===== src/rtl/lpc_io_target.sv =====
// ---------------------------------------------------------------------------
// lpc_io_target
//
// LPC I/O-cycle target. Decodes host I/O read/write cycles on LAD/LFRAME_N.
// Cycles that hit a 2^WINDOW_BITS byte window at BASE_ADDR become
// single-clock register strobes toward the FPGA register bank. The block
// returns SYNC, read data and turn-around nibbles to the host.
//
// Optional feature macro: LPC_SYNC_WAIT_EN
//   defined   : WAIT_CYCLES clocks of SYNC=4'h5 (short wait) precede SYNC=4'h0
//               on both reads and writes; read data is re-latched on the last
//               wait clock.
//   undefined : SYNC is a single 4'h0 clock, no wait-state logic.
//
// Ports:
//   PciReset  in   async active-low reset
//   LpcClock  in   33 MHz LPC clock
//   LFRAME_N  in   LPC frame, active-low
//   LAD_in    in   [3:0] sampled LAD pins
//   LAD_out   out  [3:0] LAD drive value
//   LAD_oe    out  LAD output enable (1 = drive)
//   Addr      out  [7:0] register offset within the window
//   Wr        out  one-clock register write strobe
//   Rd        out  one-clock register read strobe
//   DataWr    out  [7:0] write data, valid while Wr=1
//   DataRd    in   [7:0] read data for Addr, valid by the clock after Rd
// ---------------------------------------------------------------------------
module lpc_io_target #(
    parameter logic [15:0] BASE_ADDR   = 16'h0800,
    parameter int          WINDOW_BITS = 5
) (
    input  logic       PciReset,
    input  logic       LpcClock,
    input  logic       LFRAME_N,
    input  logic [3:0] LAD_in,
    output logic [3:0] LAD_out,
    output logic       LAD_oe,
    output logic [7:0] Addr,
    output logic       Wr,
    output logic       Rd,
    output logic [7:0] DataWr,
    input  logic [7:0] DataRd
);

`ifdef LPC_SYNC_WAIT_EN
    localparam int WAIT_CYCLES = 2;
`endif

    typedef enum logic [3:0] {
        IDLE,
        CYCTYPE,
        ADDR,
        WDATA,
        HTAR,
`ifdef LPC_SYNC_WAIT_EN
        SWAIT,
`endif
        SYNC,
        RDATA,
        PTAR
    } state_t;

    state_t      state, stateNext;
    logic [2:0]  cnt, cntNext;
    logic        isWrite, isWriteNext;
    logic [11:0] addrShift, addrShiftNext;   // first three address nibbles
    logic [3:0]  dataLo, dataLoNext;
    logic [7:0]  rdLatch;

    logic [3:0]  ladOutNext;
    logic        ladOeNext;
    logic        wrNext, rdNext;
    logic        loadAddr, loadDataWr, latchRd;

    logic [15:0] fullAddr;
    logic        hit;

    // Full address is complete while the last nibble sits on LAD_in.
    assign fullAddr = {addrShift, LAD_in};
    assign hit      = (fullAddr[15:WINDOW_BITS] == BASE_ADDR[15:WINDOW_BITS]);

    // Outputs are registered from next-state values, so LAD drive appears in
    // the very clock of the state that owns it.
    always_comb begin
        stateNext     = state;
        cntNext       = cnt;
        isWriteNext   = isWrite;
        addrShiftNext = addrShift;
        dataLoNext    = dataLo;
        ladOutNext    = 4'hF;
        ladOeNext     = 1'b0;
        wrNext        = 1'b0;
        rdNext        = 1'b0;
        loadAddr      = 1'b0;
        loadDataWr    = 1'b0;
        latchRd       = 1'b0;

        if (!LFRAME_N) begin
            // START or abort: every low-frame clock re-evaluates, so the last
            // one wins. LAD is released on this edge.
            stateNext = (LAD_in == 4'h0) ? CYCTYPE : IDLE;
            cntNext   = 3'd0;
        end else begin
            case (state)
                IDLE: ;
                CYCTYPE: begin
                    cntNext = 3'd0;
                    if (LAD_in[3:2] == 2'b00) begin
                        isWriteNext = LAD_in[1];
                        stateNext   = ADDR;
                    end else begin
                        stateNext   = IDLE;
                    end
                end
                ADDR: begin
                    addrShiftNext = {addrShift[7:0], LAD_in};
                    if (cnt == 3'd3) begin
                        cntNext = 3'd0;
                        if (hit) begin
                            loadAddr  = 1'b1;
                            rdNext    = !isWrite;
                            stateNext = isWrite ? WDATA : HTAR;
                        end else begin
                            stateNext = IDLE;
                        end
                    end else begin
                        cntNext = cnt + 3'd1;
                    end
                end
                WDATA: begin
                    if (cnt == 3'd0) begin
                        dataLoNext = LAD_in;
                        cntNext    = 3'd1;
                    end else begin
                        loadDataWr = 1'b1;
                        wrNext     = 1'b1;
                        cntNext    = 3'd0;
                        stateNext  = HTAR;
                    end
                end
                HTAR: begin
                    if (cnt == 3'd0) begin
                        cntNext = 3'd1;
                    end else begin
                        latchRd   = !isWrite;
                        cntNext   = 3'd0;
                        ladOeNext = 1'b1;
`ifdef LPC_SYNC_WAIT_EN
                        ladOutNext = 4'h5;
                        stateNext  = SWAIT;
`else
                        ladOutNext = 4'h0;
                        stateNext  = SYNC;
`endif
                    end
                end
`ifdef LPC_SYNC_WAIT_EN
                SWAIT: begin
                    ladOeNext = 1'b1;
                    if (cnt == 3'(WAIT_CYCLES - 1)) begin
                        // Register bank gets the wait time to settle DataRd.
                        latchRd    = !isWrite;
                        cntNext    = 3'd0;
                        ladOutNext = 4'h0;
                        stateNext  = SYNC;
                    end else begin
                        cntNext    = cnt + 3'd1;
                        ladOutNext = 4'h5;
                    end
                end
`endif
                SYNC: begin
                    ladOeNext = 1'b1;
                    cntNext   = 3'd0;
                    if (isWrite) begin
                        ladOutNext = 4'hF;
                        stateNext  = PTAR;
                    end else begin
                        ladOutNext = rdLatch[3:0];
                        stateNext  = RDATA;
                    end
                end
                RDATA: begin
                    ladOeNext = 1'b1;
                    if (cnt == 3'd0) begin
                        ladOutNext = rdLatch[7:4];
                        cntNext    = 3'd1;
                    end else begin
                        ladOutNext = 4'hF;
                        cntNext    = 3'd0;
                        stateNext  = PTAR;
                    end
                end
                PTAR: begin
                    if (cnt == 3'd0) begin
                        cntNext = 3'd1;          // PTAR1: bus released
                    end else begin
                        cntNext   = 3'd0;
                        stateNext = IDLE;
                    end
                end
                default: stateNext = IDLE;
            endcase
        end
    end

    always_ff @(posedge LpcClock or negedge PciReset) begin
        if (!PciReset) begin
            state     <= IDLE;
            cnt       <= 3'd0;
            isWrite   <= 1'b0;
            addrShift <= 12'h000;
            dataLo    <= 4'h0;
            rdLatch   <= 8'h00;
            LAD_out   <= 4'hF;
            LAD_oe    <= 1'b0;
            Addr      <= 8'h00;
            Wr        <= 1'b0;
            Rd        <= 1'b0;
            DataWr    <= 8'h00;
        end else begin
            state     <= stateNext;
            cnt       <= cntNext;
            isWrite   <= isWriteNext;
            addrShift <= addrShiftNext;
            dataLo    <= dataLoNext;
            LAD_out   <= ladOutNext;
            LAD_oe    <= ladOeNext;
            Wr        <= wrNext;
            Rd        <= rdNext;
            if (latchRd)    rdLatch <= DataRd;
            if (loadAddr)   Addr    <= fullAddr[7:0] - BASE_ADDR[7:0];
            if (loadDataWr) DataWr  <= {LAD_in, dataLo};
        end
    end

endmodule


===== config.mk =====
export PLATFORM = sky130hd
export DESIGN_NAME = lpc_io_target
export DESIGN_NICKNAME = d
export VERILOG_FILES = /design/src/rtl/lpc_io_target.sv
export SDC_FILE = /design/constraint.sdc
export NUM_CORES = 1
export LEC_CHECK = 0
export CAP_MARGIN = 25
export CORE_AREA = 2 2 69 71
export DETAILED_ROUTE_END_ITERATION = 10
export DIE_AREA = 0 0 71 73
export HOLD_SLACK_MARGIN = 0.03
export PLACE_DENSITY_LB_ADDON = 0.3
export SLEW_MARGIN = 20
export SYNTH_ARGS = -nofsm -noshare
export SYNTH_HDL_FRONTEND = slang
export SYNTH_SLANG_ARGS = --single-unit

===== constraint.sdc =====
create_clock -name LpcClock -period 3.35 [get_ports LpcClock]
set_clock_uncertainty 0.15 [all_clocks]
set_input_delay 0.5025 -clock LpcClock [delete_from_list [all_inputs] [get_ports LpcClock]]
set_output_delay 0.5025 -clock LpcClock [all_outputs]
set_load 0.03 [all_outputs]

==> qor.yml, run 1 <==
period_share_pct: 72.4
synth-seq-cells: 54
crit_slowest_cell: "clkdlybuf4s50_1"
reg2reg_depth: 4
clkTransAtPathRegs_ns: 0.08
seq_power_share_pct: 57.9
die_y_um: 73
crit_arrival_ns: 2.46
dpl-instance-area_sq_mm: 0.00279
htreeDepth: 2
p_int_mw: 0.910
setup_violations: 0
finalPower_mw: 1.13
whs_ns: 0.171
wl_per_cell_um: 16.9
ant_nets: 0
die-area_sq_mm: 0.00518
crit_path_cell_trace: "clkdlybuf4s50_1 > nand2_1 > nor3_2 > and4_1 > mux2_4"
min_period_ns: 2.42
synthTopCellsByCount: "dfrtp_1 (50), mux2_2 (33), nand2_1 (11), nor2b_1 (8), o21ai_0 (7)"
powerDensity_mw_per_mm2: 390
yosysTopAreaCell: "dfrtp_1"
combPwrFrac_pct: 3.7
start_kind: "primary input"
grt_pass1_wl_mm: 7.73
cp-end-kind: "flop"
cts_setup_buffers: 0
outcome: "complete, no violations"
hold_path.class: "primary input to asynchronous set/reset pin"
io_pins: 38
fin_area_sq_mm: 0.00290
rsz0062_at_grt: "no"
globalRouteOverflowTotal: 0
vias: 1531
clockBufferDepth: 2
cts_hold_buf: 0
critical_path_class: "primary input to flop"
netlist_area_sq_mm: 0.00238
synth_nets: 199
io_buffers: 37
initial_utilization_pct: 52.5
core_area_sq_mm: 0.00454
synth_area_leaders: "dfrtp_1 (53%), mux2_2 (16%), dfstp_2 (4.4%)"
synthDistinctLibCells: 42
cts_resized: 0
fin_ws_ns: 0.925
die_width_um: 71
drive_above_1_share_pct: 26.8
cap_violations: 0
cts_tree: "done"
cts_made_buffers: 5
drtIter0Drc: 137
hpwl_mm: 3.23
switchingPower_mw: 0.222
wl_mm: 4.64
ys_seq_area_share_pct: 57.0
grt_max_degree: 55
grt.total_usage_pct: 19.2
setup_tns_ns: 0
synth_edf_count: 0
switching_share_pct: 19.6
synth.avg_cell_area_sq_um: 13.1
synth-async-reset-ratio_pct: 100
first_pass_iters: 5
irDropWorstVdd_mv: 0.264
route.detailed.drc: 0
netlist.area_leader.share_pct: 52.5
pwr-share-clk_pct: 38.3
yosysMostFrequentCell: "dfrtp_1"
antenna_cells: 0
grt_pass1_vias: 1587
syn_inst: 182
cp_max_fo: 11
post-place-ws_ns: 0.620
gp_congestion: 0.893
hold_viol: 0
clk_latency_ns: 0.30
tightest_slew_ns: 0.679
area_delta_synth_final_pct: 21.8
max_freq_ghz: 0.412
maxSlewHeadroom_pct: 54.7
fp-row-count: 25
clock_sinks: 54
max_stage_delay_ns: 0.70
cts_root_buf: "clkbuf_8"
antenna_found_initial: 0
yosys_warnings: 0
cp.required_ns: 3.39
nNetsFinal: 237
maxSlewViolCount: 0
vias_per_cell: 5.59
synth-main-ff-cell: "dfrtp_1"
p_leak_nw: 1.34
[layer usage]
metal	vias to the layer above	global-route usage (%)	share of wire, %
li1	730	-	-
met1	747	27.8	47
met2	48	29.2	47
met3	6	4.28	5.1
met4	0	6.29	1.2
met5	-	0	0
[critical path: cells and delay by family]
| family | cells | cell delay [ns] |
|---|---|---|
| multiplexers | 1 | 0.34 |
| buffers and inverters | 1 | 0.70 |
| AND/OR/NAND/NOR | 3 | 0.91 |
[worst paths after layout]
kind	end	slack (ns)	from
worst max-delay path	Addr[2]	0.93	LFRAME_N
worst min-delay path	addrShift[7]	0.17	PciReset
worst max register to register	Addr[2]	1.17	state[1]
worst min register to register	Addr[5]	0.36	Addr[5]
max in group asynchronous	addrShift[9]	2.42	PciReset
min in group LpcClock	Addr[5]	0.36	Addr[5]
[power by group through the flow]
stage | registers, mW | clock network [mW] | logic [mW]
global placement | 0.669 | 0 | 0.0414
global route | 0.657 | 0.468 | 0.0475
finish | 0.656 | 0.434 | 0.0422
CTS | 0.656 | 0.445 | 0.0430
detailed placement | 0.669 | 0 | 0.0428
floorplan | 0.668 | 0 | 0.00841
[through the flow]
stage,utilization [%],cells
after floorplan,-,182
after global placement,61.5,267
after detailed placement,61.5,267
after CTS,63.9,274
after global routing,63.9,274
final,63.9,274
[cell families after synthesis]
| kind of cell | synth area share [%] |
|---|---|
| and+or+nand+nor | 15.0 |
| DFF | 57.0 |
| muxes | 18.8 |
| AOI/OAI and AO/OA | 5.52 |
| buffers and inverters | 2.36 |
| adders and majority gates | 1.05 |
| xor gates and xnor gates | 0.368 |
[cells in the final DEF, fill, tap and decap left out, types with 2 or more instances in the layout]
cell type / Yosys / layout
nand3b_1: 4 / 4
clkbuf_8: 0 / 6
or4_4: 2 / 2
dfrtp_1: 50 / 50
and4_1: 2 / 2
ha_1: 2 / 2
o22ai_1: 2 / 2
nand2_1: 11 / 11
nand4_1: 3 / 3
mux2_4: 5 / 5
inv_1: 4 / 4
buf_4: 0 / 2
and3_1: 3 / 3
mux2_2: 33 / 33
nor2b_1: 8 / 8
a21oi_1: 2 / 2
clkdlybuf4s50_1: 0 / 36
nor2_1: 5 / 5
nor3b_1: 3 / 3
nand3_1: 3 / 3
o21ai_0: 7 / 7
nand2b_1: 2 / 2
nor3_2: 2 / 2
dfstp_2: 4 / 4
[sequential cells by signal (all words and copies together), names as in the netlist]
register and flops:
Addr 8, isWrite 1, state 3, cnt 3, addrShift 12, DataWr 8
Wr 1, dataLo 4, Rd 1, LAD_oe 1, LAD_out 4, rdLatch 8
[cell type report]
cell class	count	area [sq um]
clock buffers	6	82.6
repair buffers	39	380
multi-input cells	116	968
inverters	4	15.0
flip-flops and latches	54	1360
fillers	339	1640
clock inverters	1	30.0
well taps	54	67.6
Note: power is estimated with default switching activity, not from simulation.
==> inputs of run 2 (changes only) <==
- CORE_AREA: 2 2 69 71 -> 2 2 71 73
- DIE_AREA: 0 0 71 73 -> 0 0 73 75
- clock period: 3.35 -> 2.4 ns (I/O delays scaled with it)
==> run 2 against run 1 <==
First-iteration DRC count shrank 20%. Via count up 2.3%. Cell area rose by 2.1%. Cell count is 4.7% higher. Combinational power rose by 54%. Critical endpoint is now Addr[0].
==> qor.yml, run 2 (synthesis gave the netlist of run 1 again) <==
rsz0062_at_grt: "no"  # unchanged
htreeDepth: 2  # unchanged
max_freq_ghz: 0.470
crit_slowest_cell: "or4_4"  # was clkdlybuf4s50_1
crit_cells: 4  # was 5
antenna_cells: 0  # unchanged
setup_violations: 0  # unchanged
wl_mm: 4.51  # was 4.64 mm
cp_max_fo: 6  # was 11
crit_start: "addrShift[2]"  # was LFRAME_N
cts_tree: "done"  # unchanged
globalRouteOverflowTotal: 0  # unchanged
min_period_ns: 2.13
ant_nets: 0  # unchanged
start_kind: "flop"  # was primary input
clkTransAtPathRegs_ns: 0.09  # was 0.08 ns
outcome: "complete, no violations"  # unchanged
drive_above_1_share_pct: 29.2  # was 26.8%
largest_register_ffs: 12  # unchanged
antenna_found_initial: 0  # unchanged
fp-row-count: 25  # unchanged
maxSlewHeadroom_pct: 62.5  # was 54.7%
core_area_sq_mm: 0.00466  # was 0.00454 sq mm
cts_resized: 0  # unchanged
endpoint: "Addr[0]"  # was Addr[2]
seqCellArea_sq_mm: 0.00136  # unchanged
cap_violations: 0  # unchanged
cts_setup_buffers: 0  # unchanged
whs_ns: 0.352  # was 0.171 ns
critical_path_class: "flop to flop"  # was primary input to flop
wl_per_cell_um: 15.7  # was 16.9 um
cp-end-kind: "flop"  # unchanged
crit_path_cell_trace: "or4_4 > nor2_4 > and4_1 > mux2_4"  # was clkdlybuf4s50_1 > nand2_1 > nor3_2 > and4_1 > mux2_4
grt_pass1_wl_mm: 7.76  # was 7.73 mm
top_register: "addrShift"  # unchanged
clk_latency_ns: 0.30  # about the same
gp_congestion: 0.894  # was 0.893
crit_arrival_ns: 2.17  # was 2.46 ns
period_share_pct: 88.7
powerDensity_mw_per_mm2: 493  # was 390 mW/mm^2
final_cell_mix: "dfrtp_1 (50), clkdlybuf4s50_1 (36), mux2_2 (33)"  # unchanged
finalPower_mw: 1.46  # was 1.13 mW
initial_utilization_pct: 51.1  # was 52.5%
die_width_um: 73  # was 71 um
first_pass_iters: 4  # was 5
crit_family: "simple AND/OR/NAND/NOR gates"  # unchanged
grt.total_usage_pct: 18.7  # was 19.2%
hold_path.class: "flop to flop"  # was primary input to asynchronous set/reset pin
reg2reg_slack_ns: 0.27  # was 1.17 ns
maxSlewViolCount: 0  # unchanged
multiInputGateArea_sq_um: 968  # unchanged
cts_root_buf: "clkbuf_8"  # unchanged
regToRegEndpoint: "Addr[0]"  # was Addr[2]
rr_startpoint: "addrShift[2]"  # was state[1]
cp.required_ns: 2.44  # was 3.39 ns
die-area_sq_mm: 0.00548  # was 0.00518 sq mm
max_stage_delay_ns: 0.55  # was 0.70 ns
drtIter0Drc: 109  # was 137
irDropWorstVdd_mv: 0.409  # was 0.264 mV
cp.buffers_inverters: 0  # was 1
hold_depth: 2
post-place-ws_ns: 0.245  # was 0.620 ns
final_common_cell: "dfrtp_1"  # unchanged
route.detailed.drc: 0  # unchanged
vias: 1566  # was 1531
p_leak_nw: 1.39  # was 1.34 nW
setup_tns_ns: 0  # unchanged
io_pins: 38  # unchanged
grt_max_degree: 26  # was 55
clock_sinks: 54  # unchanged
reg2reg_depth: 4  # unchanged
grt_pass1_vias: 1584  # was 1587
hold_viol: 0  # unchanged
nFillCells: 368  # was 339
cts_made_buffers: 5  # unchanged
io_buffers: 37  # unchanged
fin_ws_ns: 0.271  # was 0.925 ns
area_delta_synth_final_pct: 24.3  # was 21.8%
die_y_um: 75  # was 73 um
clockBufferDepth: 2  # unchanged
hpwl_mm: 3.22  # was 3.23 mm
nNetsFinal: 249  # was 237
vias_per_cell: 5.46  # was 5.59
tightest_slew_ns: 0.563  # was 0.679 ns
-- run 2: cell types whose count changed in the layout (fill, tap and decap cells not counted) --
cell           delta
clkbuf_1          +3
bufinv_16         -1
buf_4            +11
clkbuf_8          -1
dlygate4sd3_1     +1
-- run 2: area by class of cell --
type	instances	area share [%]
Clock buffer	8	2.70
Inverter	4	0.507
Multi-Input combinational cell	116	32.7
Sequential cell	54	45.8
Tap cell	54	2.28
Timing Repair Buffer	51	16.0
-- run 2: power breakdown --
part / total (mW) / leakage (nW) / switching, mW / internal [mW]
Combinational: 0.0651 / 0.606 / 0.0343 / 0.0308
Sequential: 0.916 / 0.740 / 0.00468 / 0.912
Clock: 0.478 / 0.0395 / 0.271 / 0.208
Total: 1.46 / 1.39 / 0.310 / 1.15
-- run 2: stage by stage --
| step | cells | utilization (%) | instance area (sq um) |
|---|---|---|---|
| floorplan | 182 | - | 2380 |
| global placement | 278 | 61.6 | 2870 |
| detailed placement | 278 | 61.6 | 2870 |
| CTS | 287 | 63.5 | 2960 |
| global route | 287 | 63.5 | 2960 |
| finish | 287 | 63.5 | 2960 |
-- run 2: metal layers --
layer / wire length [um] / vias up / track usage, %
met1: 2090 / 761 / 25.9
met4: 57 / 0 / 5.56
met2: 2130 / 40 / 29.0
met5: 0 / - / 0
met3: 228 / 5 / 5.35
li1: - / 760 / -
-- run 2: worst min path at each step --
stage	from	end	slack (ns)
after floorplan	PciReset	Addr[0]	-0.09
after global placement	PciReset	addrShift[11]	0.24
after detailed placement	PciReset	addrShift[11]	0.25
after CTS	rdLatch[0]	LAD_out[0]	0.36
after global routing	rdLatch[3]	rdLatch[3]	0.37
final	rdLatch[0]	LAD_out[0]	0.35
-- run 2: what timing repair did --
action,CTS,global route
hold endpoints to repair,23,0
hold buffers,1,0
setup endpoints to repair,0,0
-- run 2: tightest hold or removal path, stage by stage, from the launching register on --
cell and delay, ns:
dfrtp_1 0.35, nand2_1 0.05, nand3b_1 0.07
==> inputs of run 3 (changes only) <==
--- a/constraint.sdc
+++ b/constraint.sdc
@@ -3,3 +3,3 @@
 set_input_delay 0.36 -clock LpcClock [delete_from_list [all_inputs] [get_ports LpcClock]]
 set_output_delay 0.36 -clock LpcClock [all_outputs]
-set_load 0.03 [all_outputs]
+set_load 0.01 [all_outputs]
==> results of run 3 <==
Final layout, timing and power as in run 2 (identical DEF).
